[config.mk]
export PLATFORM = sky130hd
export DESIGN_NAME = tlb_op_unit
export DESIGN_NICKNAME = d
export VERILOG_FILES = /design/src/rtl/translation_pkg.sv /design/src/rtl/tlb_random.sv /design/src/rtl/tlb_op_unit.sv
export SDC_FILE = /design/constraint.sdc
export NUM_CORES = 2
export LEC_CHECK = 0
export CAP_MARGIN = 15
export CORE_UTILIZATION = 35
export CTS_BUF_LIST = sky130_fd_sc_hd__clkbuf_4 sky130_fd_sc_hd__clkbuf_8 sky130_fd_sc_hd__clkbuf_16
export DETAILED_ROUTE_END_ITERATION = 12
export MAX_ROUTING_LAYER = met4
export PLACE_DENSITY = 0.64
export SLEW_MARGIN = 25
export SYNTH_ARGS = -nofsm -noshare
export SYNTH_HDL_FRONTEND = slang
export SYNTH_SLANG_ARGS = --single-unit
[constraint.sdc]
create_clock -name clk -period 2.6 [get_ports clk]
set_input_delay 0.52 -clock clk [delete_from_list [all_inputs] [get_ports clk]]
set_output_delay 0.52 -clock clk [all_outputs]
set_load 0.005 [all_outputs]
[src/rtl/translation_pkg.sv]
// translation_pkg: TLB entry and CP0 register layouts, operation codes and sizing constants
// shared by the TLB operation unit and its Random counter.
package translation_pkg;
    localparam int TLB_ENTRIES = 16;
    localparam int TLB_INDEX   = 4;

    typedef enum logic [1:0] {TLBP = 2'd0, TLBR = 2'd1, TLBWI = 2'd2, TLBWR = 2'd3} tu_op_t;
    typedef enum logic [1:0] {IDLE = 2'd0, PROBE = 2'd1, RESP = 2'd2} tu_state_t;

    typedef struct packed {
        logic [18:0] vpn2;
        logic [4:0]  rsvd;
        logic [7:0]  asid;
    } cp0_entryhi_t;

    typedef struct packed {
        logic [5:0]  rsvd;
        logic [19:0] pfn;
        logic [2:0]  c;
        logic        d;
        logic        v;
        logic        g;
    } cp0_entrylo_t;

    typedef struct packed {
        logic        p;
        logic [30:0] idx;
    } cp0_index_t;

    typedef struct packed {
        logic [19:0] pfn;
        logic [2:0]  c;
        logic        d;
        logic        v;
    } tlb_page_t;

    typedef struct packed {
        logic [18:0] vpn2;
        logic [7:0]  asid;
        logic        g;
        tlb_page_t   p0;
        tlb_page_t   p1;
    } tlb_entry_t;

    typedef struct packed {
        cp0_index_t   index;
        cp0_entryhi_t entryhi;
        cp0_entrylo_t entrylo0;
        cp0_entrylo_t entrylo1;
    } tu_op_resp_t;

    function automatic tlb_page_t lo_to_page(cp0_entrylo_t lo);
        return {lo.pfn, lo.c, lo.d, lo.v};
    endfunction

    function automatic cp0_entrylo_t page_to_lo(tlb_page_t p, logic g);
        return {6'b0, p, g};
    endfunction
endpackage

[src/rtl/tlb_random.sv]
// tlb_random: CP0 Random counter, counts down from TLB_ENTRIES-1 to wired and wraps;
// any change of wired restarts the count at the top.
module tlb_random #(
    parameter int TLB_ENTRIES = 16,
    parameter int TLB_INDEX   = 4
) (
    input  logic                 clk,
    input  logic                 resetn,
    input  logic [TLB_INDEX-1:0] wired,
    output logic [TLB_INDEX-1:0] random
);
    localparam logic [TLB_INDEX-1:0] TOP = TLB_INDEX'(TLB_ENTRIES - 1);

    logic [TLB_INDEX-1:0] wired_q;

    // random==wired also covers wired at the top value, which pins random there
    always_ff @(posedge clk or negedge resetn) begin
        if (!resetn) begin
            random  <= TOP;
            wired_q <= '0;
        end else begin
            wired_q <= wired;
            random  <= (wired != wired_q || random == wired) ? TOP : random - 1'b1;
        end
    end
endmodule

[src/rtl/tlb_op_unit.sv]
// tlb_op_unit: executes TLBP/TLBR/TLBWI/TLBWR against a register-based TLB array.
// Define TLBWR_EN to build the Random counter and make TLBWR write at the random index.
module tlb_op_unit #(
    parameter int TLB_ENTRIES = translation_pkg::TLB_ENTRIES,
    parameter int TLB_INDEX   = translation_pkg::TLB_INDEX
) (
    input  logic                         clk,
    input  logic                         resetn,
    input  logic                         op_valid,
    input  translation_pkg::tu_op_t      op_type,
    output logic                         op_ready,
    input  translation_pkg::cp0_entryhi_t entryhi,
    input  translation_pkg::cp0_entrylo_t entrylo0,
    input  translation_pkg::cp0_entrylo_t entrylo1,
    input  translation_pkg::cp0_index_t  index,
    input  logic [TLB_INDEX-1:0]         wired,
    output logic                         resp_valid,
    output translation_pkg::tu_op_resp_t tu_op_resp,
    output logic [TLB_INDEX-1:0]         random
);
    import translation_pkg::*;

    localparam logic [TLB_INDEX-1:0] TOP = TLB_INDEX'(TLB_ENTRIES - 1);

    tu_state_t              state, state_nx;
    tlb_entry_t             tlb [TLB_ENTRIES];
    tlb_entry_t             rd;
    tu_op_t                 op_q;
    logic [18:0]            vpn2_q;
    logic [7:0]             asid_q;
    logic [TLB_INDEX-1:0]   idx_q, wr_idx, hit_idx;
    logic [TLB_ENTRIES-1:0] match, match_q;
    logic                   accept, is_write, unused_bits;

    assign accept   = op_valid && op_ready;
    assign is_write = op_type == TLBWI || op_type == TLBWR;
    assign rd       = tlb[idx_q];

`ifdef TLBWR_EN
    tlb_random #(.TLB_ENTRIES(TLB_ENTRIES), .TLB_INDEX(TLB_INDEX)) u_random (
        .clk    (clk),
        .resetn (resetn),
        .wired  (wired),
        .random (random)
    );
    assign wr_idx      = op_type == TLBWR ? random : index.idx[TLB_INDEX-1:0];
    assign unused_bits = ^{entryhi.rsvd, entrylo0.rsvd, entrylo1.rsvd, index.p, index.idx[30:TLB_INDEX]};
`else
    assign random      = TOP;
    assign wr_idx      = index.idx[TLB_INDEX-1:0];
    assign unused_bits = ^{entryhi.rsvd, entrylo0.rsvd, entrylo1.rsvd, index.p, index.idx[30:TLB_INDEX], wired};
`endif

    always_ff @(posedge clk or negedge resetn) begin
        if (!resetn) state <= IDLE;
        else state <= state_nx;
    end

    always_comb begin
        state_nx = state == PROBE ? RESP :
                   state == RESP  ? IDLE :
                   accept ? (op_type == TLBP ? PROBE : RESP) : IDLE;
    end

    always_comb begin
        op_ready   = state == IDLE;
        resp_valid = state == RESP;
        tu_op_resp = '0;
        if (state == RESP && op_q == TLBP) begin
            tu_op_resp.index.p   = ~|match_q;
            tu_op_resp.index.idx = |match_q ? 31'(hit_idx) : '0;
        end
        if (state == RESP && op_q == TLBR) begin
            tu_op_resp.entryhi  = {rd.vpn2, 5'b0, rd.asid};
            tu_op_resp.entrylo0 = page_to_lo(rd.p0, rd.g);
            tu_op_resp.entrylo1 = page_to_lo(rd.p1, rd.g);
        end
    end

    always_ff @(posedge clk or negedge resetn) begin
        if (!resetn) begin
            op_q   <= TLBP;
            vpn2_q <= '0;
            asid_q <= '0;
            idx_q  <= '0;
        end else if (accept) begin
            op_q   <= op_type;
            vpn2_q <= entryhi.vpn2;
            asid_q <= entryhi.asid;
            idx_q  <= index.idx[TLB_INDEX-1:0];
        end
    end

    always_ff @(posedge clk or negedge resetn) begin
        if (!resetn) tlb <= '{default: '0};
        else if (accept && is_write)
            tlb[wr_idx] <= '{vpn2: entryhi.vpn2, asid: entryhi.asid, g: entrylo0.g & entrylo1.g,
                             p0: lo_to_page(entrylo0), p1: lo_to_page(entrylo1)};
    end

    for (genvar i = 0; i < TLB_ENTRIES; i++) begin : g_match
        assign match[i] = tlb[i].vpn2 == vpn2_q && (tlb[i].g || tlb[i].asid == asid_q);
    end

    always_ff @(posedge clk or negedge resetn) begin
        if (!resetn) match_q <= '0;
        else if (state == PROBE) match_q <= match;
    end

    // scanning downwards leaves the lowest matching index
    always_comb begin
        hit_idx = '0;
        for (int i = TLB_ENTRIES - 1; i >= 0; i--)
            if (match_q[i]) hit_idx = TLB_INDEX'(i);
    end
endmodule

# After elaboration in Yosys (flattened, before gate mapping)
# Index checks and enable logic that the tools add are counted.
classes:
  magnitude_cmp: 3
  n_eq_ne: 37
  n_mux: 29
  bitwise: 3
  n_reduce_logical: 43
op_table:
  columns: ["cell", "count"]
  rows:
  - ["1248-bit bitwise mux", 1]
  - ["78-bit binary-select mux with 4-bit select", 1]
  - ["78-bit demux with 4-bit select", 1]
  - ["19-bit == test", 16]
  - ["78-bit 2-to-1 mux", 3]
  - ["8-bit == test", 16]
  - ["96-bit 2-to-1 mux", 1]
  - ["4-bit 2-to-1 mux", 17]
  - ["32-bit 2-to-1 mux", 1]
  - ["1-bit logical AND", 21]
  - ["1-bit logical OR", 17]
  - ["16-bit OR reduction", 1]
  - ["5-bit greater-or-equal comparator (second input constant)", 2]
  - ["4-bit inverter with 5-bit output", 2]
  - ["2-bit 2-to-1 mux", 4]
  - ["2-bit == test (second input constant)", 3]
  - ["2-bit logical NOT", 3]
  - ["5-bit by 1-bit less-than comparator with 1-bit output (second input constant)", 1]
  - ["2-bit by 1-bit == test with 1-bit output (second input constant)", 2]
  - ["1-bit bitwise AND", 1]
  - ["1-bit logical NOT", 1]
word_totals:
  ff_bits: 1299
  inputBits: 137
  out_inout_bits: 134
  wordCells: 297

# Longest topological paths before layout
depth:
  ltp_word: 18
  depth_mapped: 9
  depth_no_buf: 5

# Worst setup path before layout
# Ideal clock, no wire load.
synth_path:
  kind: "register to output"
  from: "register idx_q[0]"
  to: "output tu_op_resp[32] (netlist bit)"
  arrival_time_ps: 2264
  required_ps: 2080
  setup_slack_ps: -184
  path_stages_with_launch: 8
  path_buffers: 4
  cell_sequence: "dfrtp_1 -> clkbuf_1 -> buf_4 -> buf_2 -> mux4_2 -> mux4_2 -> and3_1 -> buf_4"
synth_rtl:
  columns: ["element", "line", "text"]
  rows:
  - ["start, declared", "tlb_op_unit.sv:31", "logic [TLB_INDEX-1:0] idx_q, wr_idx, hit_idx;"]
  - ["start signal, assigned", "tlb_op_unit.sv:90", "idx_q <= index.idx[TLB_INDEX-1:0];"]
  - ["end, declared", "tlb_op_unit.sv:18", "output translation_pkg::tu_op_resp_t tu_op_resp,"]

==> impl_summary.txt <==
----------------------------------------------------
[Floorplanning]
  Placement row count ... 156
  Core region area ... 181000 µm²
  Effective utilization at floorplan ... 35.2%
  Die Width ... 428 µm
  Area of the die ... 183000 µm²
  I/O pin count ... 271
  Die span in y ... 428 µm

[Drt]
  Antenna viol nets, final ... 0
  Detailed-route DRC error count ... 0
  First-pass detailed-route iteration total ... 7
  Wirelength, routed ... 201000 µm
  Vias ... 39.7k
  Number of DRC markers after the initial detailed-route iteration ... 3022
  Vias per Instance ... 5.36
  Wirelength per Cell ... 27.1 µm

[Place]
  Total of buffers placed on input and output ports ... 173
  Weighted congestion reported at the end of routability-driven placement ... 0.982
  Setup slack at placement ... -0.681 ns
  Placed wire-length estimate after detailed placement ... 132000 µm

[STA]
  Worst-margin pin slew ... 0.821 ns
  Final hold viol count ... 0
  Share of the cycle needed by the critical path after routing ... 150%
  Final-layout setup total negative slack ... -90.35 ns
  Worst path setup slack after routing ... -1.29 ns
  Relative slew margins ... 45.1%
  Final number of setup-violating endpoints ... 84
  Setup repair after global routing missed its margin ... yes
  Clock skew after layout ... 0.0292 ns
  Max-slew violation count ... 0
  Final min period ... 3.89 ns
  Maximum clock frequency ... 0.257 GHz

[Outcome]
  Failing checks ... negative setup slack
  Run status ... complete, but fails checks

[Setup path]
  Worst endpoint required time ... 2.08 ns
  Startpoint types ... flip-flop
  Arrival time of the worst setup path ... 3.37 ns
  Type of the setup path with the least slack ... reg -> out
  Crit. End Element ... output port
  Highest net fanout along the worst path ... 7

[Power]
  P per Cell Area ... 830 nW/µm²
  Proportion of power drawn by combinational gates ... 29.1%
  Peak supply drop ... 0.711 mV
  Switching Share ... 29.3%
  Net load switching power ... 19.7 mW
  Internal power summed over all cells ... 47.5 mW
  Relative contribution of sequential cells to total power ... 39.0%
  Leak ... 37.4 nW
  Clock Power Share ... 31.9%

[Global route]
  Maximum number of pins on one net before global-route repair ... 108
  Initial antenna violation count ... 19
  Overall routing resource usage ... 22.2%
  Vias in the first global route ... 41.0k
  First-pass GRT wire length ... 292000 µm
  Remaining global-route overflow ... 0

[Yosys]
  Post-synthesis async set-or-reset flop share ... 100%
  Distinct cell type count of the synthesized netlist ... 44
  Yosys synthesis warning count ... 0
  Prevailing post-synth register cell ... sky130_fd_sc_hd__dfrtp_1
  Instance count of the mapped netlist ... 4176
  Total of flip-flops plus latches after synthesis ... 1299
  Count of flip-flops with a built-in enable after synthesis ... 0
  Mean post-synth cell area ... 15.2 µm²
  Sequential area share after synthesis ... 51.2%
  Netlist area before placement ... 63500 µm²

[Flow run]
  Max_cap viols ... 0

[Final layout]
  Layout cells sized above 1 ... 57.8%
  Area added between synthesis and finish ... 27.4%
  Final layout net count ... 5052

[Clock network]
  Level count of the clock H-tree ... 4
  Root buffer cell ... sky130_fd_sc_hd__clkbuf_16
  Total clock buffers created by CTS ... 149
  Total clock sinks ... 1299
  Clock-pin slew of the registers on the worst-case setup and hold paths ... 0.06 ns
  Clock latency at the later pin of the worst-skew pair ... 0.80 ns
  TritonCTS clock tree ... yes
  Buffer levels on the longest clock path ... 3

[Min path]
  Hold/Removal Path Class ... in -> async

----------------------------------------------------
-- power groups by stage --
stage	registers (mW)	logic (mW)	clock network, mW
final	26.2	19.5	21.5
after global routing	26.6	20.5	22.7
after CTS	26.2	18.1	21.9
after detailed placement	26.5	17.7	0
after global placement	26.4	17.4	0
after floorplan	25.7	10.6	0
-- layer usage --
metal / GRT usage [%] / routed length (µm)
met1: 29.4 / 86900
met2: 35.2 / 97600
met3: 3.33 / 9780
met4: 6.49 / 6380
met5: - / 0
-- placed cells by master (no fill, tap or decap), drive strengths merged, types with 48 or more instances in the layout --
master,n
and3,79
nor4,80
conb,48
dfrtp,1299
buf,807
clkdlybuf4s50,87
clkbuf,289
mux4,390
xnor2,127
xor2,305
mux2,1265
-- through the flow --
step                      instances  utilization (%)  instance area, µm²  power (mW)  hold WS (ns)
after global routing           7414             44.9               81000        69.9         0.189
after CTS                      7262             43.7               78900        66.2         0.161
final                          7415             44.9               81000        67.2         0.214
after detailed placement       6967             40.6               73200        44.2         0.378
after floorplan                4222                -               63700        36.3         0.224
after global placement         6967             40.6               73200        43.8         0.378
-- synthesized netlist by cell type (5+ instances only) --
master                     instances  area share (%)
sky130_fd_sc_hd__mux2_2         1247              22
sky130_fd_sc_hd__buf_4            56            0.66
sky130_fd_sc_hd__buf_1             8           0.047
sky130_fd_sc_hd__and3_1           79            0.78
sky130_fd_sc_hd__nor2b_1           6           0.059
sky130_fd_sc_hd__a21oi_1          17            0.13
sky130_fd_sc_hd__inv_1            10           0.059
sky130_fd_sc_hd__dfrtp_1        1299              51
sky130_fd_sc_hd__nand4_1          35            0.34
sky130_fd_sc_hd__xor2_1          305             4.2
sky130_fd_sc_hd__o41ai_1          13            0.18
sky130_fd_sc_hd__mux4_2          390              14
sky130_fd_sc_hd__mux2_4           16            0.38
sky130_fd_sc_hd__nand3_1          20            0.16
sky130_fd_sc_hd__buf_2           136             1.1
sky130_fd_sc_hd__mux2i_1           5           0.079
sky130_fd_sc_hd__nor2_1           15           0.089
sky130_fd_sc_hd__clkbuf_1        227             1.3
sky130_fd_sc_hd__xnor2_1         127             1.8
sky130_fd_sc_hd__nor4_1           80            0.79
sky130_fd_sc_hd__o21ai_0          14            0.11
sky130_fd_sc_hd__nand2_1          32            0.19
-- kinds of logic after synthesis --
logic type | Yosys count | share of synthesized area [%]
flip-flops | 1299 | 51.2
other | 2 | 0.0118
XOR/XNOR | 432 | 5.95
multiplexers | 1660 | 36.4
buffers and inverters | 441 | 3.25
AO/OA/AOI/OAI | 56 | 0.567
AND/OR/NAND/NOR | 286 | 2.65
-- worst paths after layout --
kind	startpoint	endpoint	slack [ns]	depth (start not counted)
worst max-delay path	idx_q[0]$_DFFE_PN0P_	tu_op_resp[87]	-1.29	10
max in group asynchronous	resetn	tlb[298]$_DFFE_PN0P_	1.34	4
worst min-delay path	resetn	tlb[522]$_DFFE_PN0P_	0.21	2
worst max register to register	state[1]$_DFF_PN0_	tlb[345]$_DFFE_PN0P_	0.09	10
worst min register to register	tlb[94]$_DFFE_PN0P_	tlb[94]$_DFFE_PN0P_	0.50	1
min in group clk	op_type[0]	state[0]$_DFF_PN0_	0.34	2
-- worst max-delay path, cell delays in order (launching register included) --
cell,delay [ns]
sky130_fd_sc_hd__dfrtp_4,0.51
sky130_fd_sc_hd__buf_12,0.17
sky130_fd_sc_hd__buf_12,0.13
sky130_fd_sc_hd__buf_16,0.15
sky130_fd_sc_hd__buf_12,0.13
sky130_fd_sc_hd__buf_16,0.12
sky130_fd_sc_hd__buf_8,0.12
sky130_fd_sc_hd__mux4_2,0.42
sky130_fd_sc_hd__mux4_2,0.51
sky130_fd_sc_hd__and3_4,0.21
sky130_fd_sc_hd__buf_6,0.11
-- cell type report --
type / count / area, µm²
antenna: 14 / 35.0
clock buffer: 216 / 4480
clock inverter: 51 / 533
fill: 15841 / 99600
inverter: 10 / 37.5
multi-input combinational: 2482 / 29700
sequential: 1299 / 32500
tap: 2370 / 2970
timing repair buffer: 973 / 10700
-- sequential cells by signal, summed over array words and instances, names as in the netlist --
register	flops
tlb	1248
vpn2_q	19
match_q	16
asid_q	8
idx_q	4
op_q	2
state	2
-- repair_timing --
| item | CTS | global route |
|---|---|---|
| gates resized for setup | 114 | 362 |
| setup buffers | 25 | 123 |
| cloned | 4 | 24 |
| pin swaps | 10 | 23 |
| hold buffers | 1 | 0 |
| endpoints found under the setup margin | 84 | 111 |
| hold endpoints to repair | 466 | 0 |
Note: power is estimated with default switching activity, not from simulation.
